<file path="src/rtl/spongent_host_seq_pkg.sv">
// Shared definitions for the SPONGENT host sequencer.
// State encoding is one-hot; PAD_BYTE is the leading byte of 10* padding.
// idx_width keeps counter widths legal when a count collapses to one.
package spongent_host_seq_pkg;

  typedef enum logic [7:0] {
    S_IDLE    = 8'b0000_0001,
    S_FILL    = 8'b0000_0010,
    S_PAD     = 8'b0000_0100,
    S_START   = 8'b0000_1000,
    S_WAIT_HI = 8'b0001_0000,
    S_WAIT_LO = 8'b0010_0000,
    S_EMIT    = 8'b0100_0000,
    S_SQZ     = 8'b1000_0000
  } state_t;

  localparam logic [7:0] PAD_BYTE = 8'h80;

  function automatic int idx_width(input int n);
    return (n > 1) ? $clog2(n) : 1;
  endfunction

endpackage

</file>
<file path="src/rtl/spongent_host_seq.sv">
// Host sequencer: pads/packs message bytes into RATE-bit absorb blocks, then squeezes the digest.
// Latency: last absorb done -> first digest_valid 1 cycle; each further chunk 1 cycle + permutation.
// Backpressure: msg_ready low outside IDLE/FILL; digest held and no squeeze issued while digest_ready low.
module spongent_host_seq
  import spongent_host_seq_pkg::*;
#(
  parameter int RATE        = 16,
  parameter int DIGEST_BITS = 128
) (
  input  logic            clk,
  input  logic            reset,
  input  logic            msg_valid,
  output logic            msg_ready,
  input  logic [7:0]      msg_data,
  input  logic            msg_last,
  output logic            core_clear,
  output logic            core_start,
  output logic            core_msg_avail,
  output logic [RATE-1:0] core_msg_data,
  input  logic            core_busy,
  input  logic [RATE-1:0] core_rate,
  output logic            digest_valid,
  input  logic            digest_ready,
  output logic [RATE-1:0] digest_data,
  output logic            digest_last
);

  localparam int NBYTES = RATE / 8;
  localparam int NCHUNK = DIGEST_BITS / RATE;
  localparam int BW     = idx_width(NBYTES);
  localparam int CW     = idx_width(NCHUNK);
  localparam logic [BW-1:0] LAST_BYTE  = BW'(NBYTES - 1);
  localparam logic [CW-1:0] LAST_CHUNK = CW'(NCHUNK - 1);

  state_t          state, state_n;
  logic [BW-1:0]   byte_idx, byte_idx_n;
  logic [CW-1:0]   chunk, chunk_n;
  logic [RATE-1:0] block, block_n;
  logic [RATE-1:0] digest_q, digest_n;
  logic            more, more_n;
  logic            pad_pending, pad_pending_n;
  logic            squeezing, squeezing_n;
  logic            ready_q, ready_n;
  logic            accept;
  logic [BW-1:0]   wr_idx;

  // msg_ready is registered so it stays low throughout reset and every non-accepting state
  assign accept        = msg_valid & ready_q;
  assign wr_idx        = (state == S_IDLE) ? '0 : byte_idx;
  assign msg_ready     = ready_q;
  assign core_msg_data = block;
  assign digest_data   = digest_q;

  // State register
  always_ff @(posedge clk or posedge reset) begin
    if (reset) state <= S_IDLE;
    else       state <= state_n;
  end

  // Datapath registers: block under construction, counters, phase flags, digest chunk
  always_ff @(posedge clk or posedge reset) begin
    if (reset) begin
      byte_idx    <= '0;
      chunk       <= '0;
      block       <= '0;
      digest_q    <= '0;
      more        <= 1'b0;
      pad_pending <= 1'b0;
      squeezing   <= 1'b0;
      ready_q     <= 1'b0;
    end else begin
      byte_idx    <= byte_idx_n;
      chunk       <= chunk_n;
      block       <= block_n;
      digest_q    <= digest_n;
      more        <= more_n;
      pad_pending <= pad_pending_n;
      squeezing   <= squeezing_n;
      ready_q     <= ready_n;
    end
  end

  // Next-state and output decode
  always_comb begin
    state_n        = state;
    byte_idx_n     = byte_idx;
    chunk_n        = chunk;
    block_n        = block;
    digest_n       = digest_q;
    more_n         = more;
    pad_pending_n  = pad_pending;
    squeezing_n    = squeezing;
    core_clear     = 1'b0;
    core_start     = 1'b0;
    core_msg_avail = 1'b0;
    digest_valid   = 1'b0;
    digest_last    = 1'b0;

    case (state)
      S_IDLE, S_FILL: begin
        if (accept) begin
          core_clear = (state == S_IDLE);
          // Write the byte; bytes beyond it are zeroed, and a final byte with room left gets 0x80 after it
          for (int j = 0; j < NBYTES; j++) begin
            if (j == int'(wr_idx))
              block_n[RATE-1-8*j -: 8] = msg_data;
            else if (j > int'(wr_idx))
              block_n[RATE-1-8*j -: 8] = (msg_last && (j == int'(wr_idx) + 1)) ? PAD_BYTE : 8'h00;
          end
          if (wr_idx == LAST_BYTE) begin
            more_n        = 1'b1;
            pad_pending_n = msg_last;
            byte_idx_n    = '0;
            state_n       = S_START;
          end else if (msg_last) begin
            more_n        = 1'b0;
            pad_pending_n = 1'b0;
            byte_idx_n    = '0;
            state_n       = S_START;
          end else begin
            byte_idx_n    = wr_idx + BW'(1);
            state_n       = S_FILL;
          end
        end
      end

      S_PAD: begin
        // Message ended exactly on a block boundary: the padding needs a block of its own
        block_n                = '0;
        block_n[RATE-1 -: 8]   = PAD_BYTE;
        more_n                 = 1'b0;
        pad_pending_n          = 1'b0;
        state_n                = S_START;
      end

      S_START: begin
        if (!core_busy) begin
          core_start     = 1'b1;
          core_msg_avail = 1'b1;
          state_n        = S_WAIT_HI;
        end
      end

      S_SQZ: begin
        if (!core_busy) begin
          core_start = 1'b1;
          state_n    = S_WAIT_HI;
        end
      end

      S_WAIT_HI: begin
        if (core_busy) state_n = S_WAIT_LO;
      end

      S_WAIT_LO: begin
        if (!core_busy) begin
          if (!squeezing && more) begin
            state_n = pad_pending ? S_PAD : S_FILL;
          end else begin
            digest_n    = core_rate;
            squeezing_n = 1'b1;
            state_n     = S_EMIT;
          end
        end
      end

      S_EMIT: begin
        digest_valid = 1'b1;
        digest_last  = (chunk == LAST_CHUNK);
        if (digest_ready) begin
          if (chunk == LAST_CHUNK) begin
            chunk_n     = '0;
            squeezing_n = 1'b0;
            state_n     = S_IDLE;
          end else begin
            chunk_n = chunk + CW'(1);
            state_n = S_SQZ;
          end
        end
      end

      default: state_n = S_IDLE;
    endcase

    ready_n = (state_n == S_IDLE) || (state_n == S_FILL);
  end

endmodule

</file>
<file path="config.mk">
export PLATFORM = sky130hd
export DESIGN_NAME = spongent_host_seq
export DESIGN_NICKNAME = d
export VERILOG_FILES = /design/src/rtl/spongent_host_seq_pkg.sv /design/src/rtl/spongent_host_seq.sv
export SDC_FILE = /design/constraint.sdc
export NUM_CORES = 1
export LEC_CHECK = 0
export ABC_AREA = 1
export CAP_MARGIN = 20
export CELL_PAD_IN_SITES_DETAIL_PLACEMENT = 2
export CELL_PAD_IN_SITES_GLOBAL_PLACEMENT = 2
export CORE_MARGIN = 10
export CORE_UTILIZATION = 26
export DETAILED_ROUTE_END_ITERATION = 6
export PLACE_DENSITY_LB_ADDON = 0.1
export SETUP_SLACK_MARGIN = 0.4
export SLEW_MARGIN = 5
export SYNTH_ARGS = -nofsm -noshare
export SYNTH_HDL_FRONTEND = slang
export SYNTH_SLANG_ARGS = --single-unit
</file>
<file path="constraint.sdc">
create_clock -name clk -period 1.6 [get_ports clk]
set_input_delay 0.32 -clock clk [delete_from_list [all_inputs] [get_ports clk]]
set_output_delay 0.32 -clock clk [all_outputs]
set_load 0.005 [all_outputs]
</file>
==> results.md, run 1 <==
- Outcome: complete, but fails checks
- Violated checks: setup timing
- Syn Nets: about 320
- CORE AREA: around 0.0086 mm^2
- Synth Area per Inst: slightly below 8 um^2
- Synth Register Bits: between 40 and 50
- CTS Buf Count: 5
- Global-route wire length before repair: ~16 mm
- Rows: 34
- Sequential area share after synthesis: 0.5283
- Area Overhead vs Synth: 90.49%
- Starting Density: 0.2635
- Main synth FF type: dfrtp_1
- H-Tree Depth: 2
- RSZ-0062 raised after global routing: yes
- Slew margin rel.: 0.7275
- Critical path origin: state[6]
- Die area: approximately 0.013 mm^2
- Syn Inst Count: 290
- Asr flop ratio synth: 1.000
- Synth warnings: 0
- Largest net degree at the start of global routing: 22
- GRT Total Usage: 0.1547
- Post-DP HPWL: 6.500 mm
- Die X: 113.6 um
- Type of the worst min-delay path: in -> async
- Max-slew violations: 0
- Min cycle time layout: roughly 1.9 ns
- Fin cells: 550
- Final worst slack: -0.2655 ns
- Final setup viols: 49
- Placed Cells incl. Taps: ~490
- Max Clock Skew: slightly above 0.008 ns
- Util after Layout: 0.5020
- PD cells: between 1000 and 1500 mW/mm^2
- Final instance area: 0.004335 mm^2
- CTS root buffer: clkbuf_8
- Post-synth cell types: 23
- Routed WL: about 11 mm
- Dpl cell area: ~0.0033 mm^2
- Most common cell after layout, fill and taps aside: nand2_1
- CP cell instances: inv_2 -> nand2_2 -> nor2_4 -> nand2_2 -> nor2_1 -> buf_2
- CTS Buffer Depth: 2
- Nets@finish: between 400 and 500
- Critical Path RT: ~1.3 ns
- Via Count: between 2,000 and 3,000
- Post-route ant nets: 0
- # diodes: 0
- Slowest CP cell: dfrtp_1
- Post-Syn Area: approximately 0.0023 mm^2
- Via density: roughly 4.7
- DRT Pass-1 Iters: 4
- Max incr delay on CP: roughly 0.44 ns
- Most frequent cells in the layout: nand2_1, buf_4, dfrtp_1
- Routed length per placed instance: slightly above 20 um
- Layout cell share with drive strength beyond 1: 0.5566
- Crit path max fanout: 3
- Worst setup EP type: primary output
- Setup TNS: -5.617 ns
- Number of remaining DRC errors: 0
- Worst-skew pair later-pin latency: approximately 0.32 ns
- LEAKAGE: approximately 2.2 nW
- R2r worst-path depth: 11
- GRT overflow: 0
- EDFF count, synth: 0
- RR Startpoint: state[0]
- Initial antenna violation count: 0
- Die H: ~110 um
- CTS Sinks: 48
- Max-cap violations: 0
- Gp weighted congestion: around 0.78
- Worst setup SP type: register
- Ports: 68
- Final Hold Vio Count: 0
- Fmax: 536.0 MHz
- Crit path top cell by count: nand2_2
- Number of port buffers: 67
- WS Path Type: reg -> out
- Hold_ws: just under 0.3 ns
- Period Utilization, post-route: 1.166
- CTS tree: yes
- Measured slew at the worst slew-check pin: around 0.4 ns
- Data arrival time of the worst path: around 1.6 ns
- Initial DRC Count: 54
- Clock slew at reported path FFs: around 0.10 ns
- Vias in the first global route: between 2,000 and 3,000
- Peak supply drop: roughly 0.47 mV
worst max-delay path: cells and delay by family, from the launching register on:
family	cells	cell delay, ns
AND/OR/NAND/NOR	4	0.54
flip-flops	1	0.44
buffers and inverters	2	0.25
logic make-up (layout without fill, tap and decap cells):
family	after synthesis	after routing	share of synthesized area
buffers and inverters	36	186	0.06541
AND/OR/NAND/NOR	186	188	0.3518
flip-flops	48	48	0.5283
adder cells (fa/ha/maj)	2	2	0.01099
AO/OA/AOI/OAI	17	17	0.03958
XOR/XNOR	1	1	0.003849
power by group:
| part | total, mW | switching, mW | internal, mW |
|---|---|---|---|
| clock | 0.989 | 0.476 | 0.512 |
| combinational | 3.26 | 1.72 | 1.54 |
| sequential | 1.75 | 0.201 | 1.55 |
flip-flops by register name (all words and copies together) (netlist names):
signal	count
msg_ready	1
core_msg_data	16
chunk	3
squeezing	1
state	8
more	1
pad_pending	1
digest_data	16
byte_idx	1
cells in the mapped netlist, drive strengths merged, types with 2 or more instances:
| master | n | share of area |
|---|---|---|
| dfrtp | 47 | 0.52 |
| nand4 | 8 | 0.022 |
| ha | 2 | 0.011 |
| nand3 | 39 | 0.086 |
| nor2 | 26 | 0.052 |
| o21ai | 14 | 0.031 |
| buf | 6 | 0.016 |
| nand2 | 112 | 0.19 |
| inv | 28 | 0.046 |
worst paths after layout:
path / endpoint / slack [ns]
min reg2reg: core_msg_data[7] / 0.49
min in group clk: core_msg_data[7] / 0.49
max: core_msg_avail / -0.27
min: core_msg_data[11] / 0.29
max in group asynchronous: state[0] / 0.85
max reg2reg: core_msg_data[15] / -0.17
routing by layer:
| metal | track usage | wire length (um) |
|---|---|---|
| met1 | 0.1694 | 4220 |
| met2 | 0.2841 | 6315 |
| met3 | 0.04462 | 541 |
| met4 | 0.03892 | 181 |
| met5 | 0 | 0 |
through the flow:
stage / power (mW) / setup WS, ns
6_report: 5.997 / -0.2655
5_1_grt: 6.410 / -0.3179
4_1_cts: 5.576 / -0.1482
3_5_place_dp: 4.032 / -0.2633
3_3_place_gp: 3.932 / -0.2153
2_1_floorplan: 2.758 / 0.2377
area by class of cell:
type | count | area, um^2
timing repair buffer | 149 | 1275
clock inverter | 2 | 38.79
inverter | 29 | 130.1
tap | 108 | 135.1
sequential | 48 | 1202
multi-input combinational | 208 | 1471
fill | 902 | 4300
clock buffer | 6 | 82.58
what timing repair did:
item                                    CTS  global route
hold buffers                              0             0
pin swaps                                44            10
buffers inserted                         29            17
gates resized for setup                 276            54
endpoints found under the setup margin   86            63
cloned                                    2             3
(Power assumes the default switching activity.)
==> inputs of run 2 (changes only) <==
--- a/config.mk
+++ b/config.mk
@@ -14,6 +14,7 @@
 export DETAILED_ROUTE_END_ITERATION = 6
 export PLACE_DENSITY_LB_ADDON = 0.1
 export SETUP_SLACK_MARGIN = 0.4
+export SKIP_LAST_GASP = 1
 export SLEW_MARGIN = 5
 export SYNTH_ARGS = -nofsm -noshare
 export SYNTH_HDL_FRONTEND = slang
==> run 2 against run 1 <==
Effect of this change: the flow still finishes with violations (setup timing); routed wire length is 1.3% higher; cell count is 0.18% higher; register-to-register slack is essentially flat; sequential power about the same.
==> results.md, run 2 (same netlist as run 1, synthesis figures left out) <==
- Data arrival time of the worst path: roughly 1.5 ns
- Max-slew violations: 0
- Setup slack, reg-to-reg: -0.16 ns
- Post-Place Setup Slack: -0.2633 ns
- Number of port buffers: 67
- Via density: 4.737
- Pint: 3.626 mW
- R2r worst-path depth: 12
- Clock Power Share: 0.161
- Crit path top cell by count: buf_6
- Period Utilization, post-route: 1.161
- Global-route wire length before repair: about 16 mm
- H-Tree Depth: 2
- Setup TNS: -4.086 ns
- Measured slew at the worst slew-check pin: 0.4277 ns
- Area Overhead vs Synth: 92.91%
- # diodes: 0
- Min cycle time layout: about 1.9 ns
- Final instance area: 0.004390 mm^2
- Peak supply drop: 0.4650 mV
- Reg power frac: 0.287
- Switch share: 0.4068
- Initial antenna violation count: 0
- Hold bufs inserted after CTS: 0
- CTS Buf Count: 5
- Starting Density: 0.2635
- Die area: roughly 0.013 mm^2
- CORE AREA: 0.008636 mm^2
- Final worst slack: -0.2573 ns
- CTS Sinks: 48
- LEAKAGE: 2.209 nW
- GRT Total Usage: 0.1513
- CTS root buffer: clkbuf_8
- Final Hold Vio Count: 0
- Clock slew at reported path FFs: about 0.10 ns
- Die H: 113.6 um
- Routed WL: 11.40 mm
- CTS tree: yes
- Hold_ws: roughly 0.31 ns
- Die X: about 110 um
- Largest net degree at the start of global routing: 22
- Worst-skew pair later-pin latency: between 0.3 and 0.4 ns
- Logic pwr share: 0.552
- Ports: just under 70
- Tot Pwr: around 6.1 mW
- Routed length per placed instance: 20.69 um
- Gp weighted congestion: slightly below 0.8
- Post-route ant nets: 0
- Placed Cells incl. Taps: around 490
- Layout cell share with drive strength beyond 1: 0.5801
- Slowest CP cell: dfstp_2
- CP cell instances: inv_2 -> nand2_4 -> nor2_4 -> buf_6 -> buf_6 -> nand2_4 -> inv_2 -> buf_6
- RSZ-0062 raised after global routing: yes
- Outcome: complete, but fails checks
- CTS Buffer Depth: 2
- GRT overflow: 0
- Crit path max fanout: 4
- Slew margin rel.: 0.7138
- Most common cell after layout, fill and taps aside: nand2_1
- Critical Path RT: about 1.3 ns
- PD cells: around 1400 mW/mm^2
- Max-cap violations: 0
- Rows: 34
- Fmax: about 540 MHz
- Violated checks: setup timing
- Fin cells: approximately 550
- Worst setup EP type: primary output
- WS Path Type: reg -> out
- Final setup viols: 48
- Initial DRC Count: 58
- Most frequent cells in the layout: nand2_1, buf_4, dfrtp_1
- Dpl cell area: 0.003349 mm^2
- Number of remaining DRC errors: 0
- Vias in the first global route: slightly below 3,000
- Max incr delay on CP: 0.58 ns
- Nets@finish: roughly 470
- Switching power: 2.486 mW
- DRT Pass-1 Iters: 3
- Worst setup SP type: register
- Type of the worst min-delay path: in -> async
- Util after Layout: 0.5084
- Max Clock Skew: roughly 0.0038 ns
- Via Count: 2,610
- Post-DP HPWL: 6.500 mm
-- run 2: cell count changes in the layout (fill, tap and decap cells not counted), moves of 2 or more --
cell     before  now
nor2_2        5    8
o21ai_2       5    7
inv_1        15   13
buf_12        1    3
nand2_1      70   65
nor2_1       10    8
inv_2        10   12
buf_4        49   58
nand3_2      27   22
nand2_2      28   30
buf_6        31   22
nand3_4       5   10
-- run 2: worst max-delay path, delay by kind of cell, from the launching register on --
family	cells	cell delay, ns
and+or+nand+nor	3	0.21
buffers and inverters	5	0.43
DFF	1	0.58
-- run 2: final timing paths --
check | from | end
worst max-delay path | state[0] | digest_valid
worst min-delay path | reset | pad_pending
worst max register to register | state[0] | core_msg_data[11]
worst min register to register | digest_data[7] | digest_data[7]
max in group asynchronous | reset | state[0]
min in group clk | digest_data[7] | digest_data[7]
-- run 2: layout make-up --
class / instances / area (um^2)
fillers: 898 / 4245
multi-input cells: 206 / 1514
repair buffers: 152 / 1296
flip-flops and latches: 48 / 1202
well taps: 108 / 135.1
inverters: 29 / 121.4
clock buffers: 6 / 82.58
clock inverters: 2 / 38.79
-- run 2: routing by layer --
metal / wire [um] / part of all wire / global-route usage / vias to the layer above
li1: - / - / - / 1234
met1: 4206 / 0.37 / 0.1644 / 1308
met2: 6451 / 0.57 / 0.2787 / 52
met3: 483 / 0.042 / 0.04619 / 16
met4: 261 / 0.023 / 0.03553 / 0
met5: 0 / 0 / 0 / -
-- run 2: what timing repair did --
item | 4_1_cts | 5_1_grt
gates resized for setup | 263 | 76
cloned | 2 | 0
endpoints found under the setup margin | 86 | 63
buffers inserted | 29 | 21
hold endpoints to repair | 0 | 0
pin swaps | 44 | 26
-- run 2: power groups by stage --
stage | Sequential (mW) | Clock [mW] | Combinational, mW
after floorplan | 1.76 | 0 | 0.994
after global placement | 1.73 | 0 | 2.20
after detailed placement | 1.75 | 0 | 2.28
after CTS | 1.73 | 1.00 | 2.78
after global routing | 1.80 | 1.05 | 3.66
final | 1.76 | 0.984 | 3.37
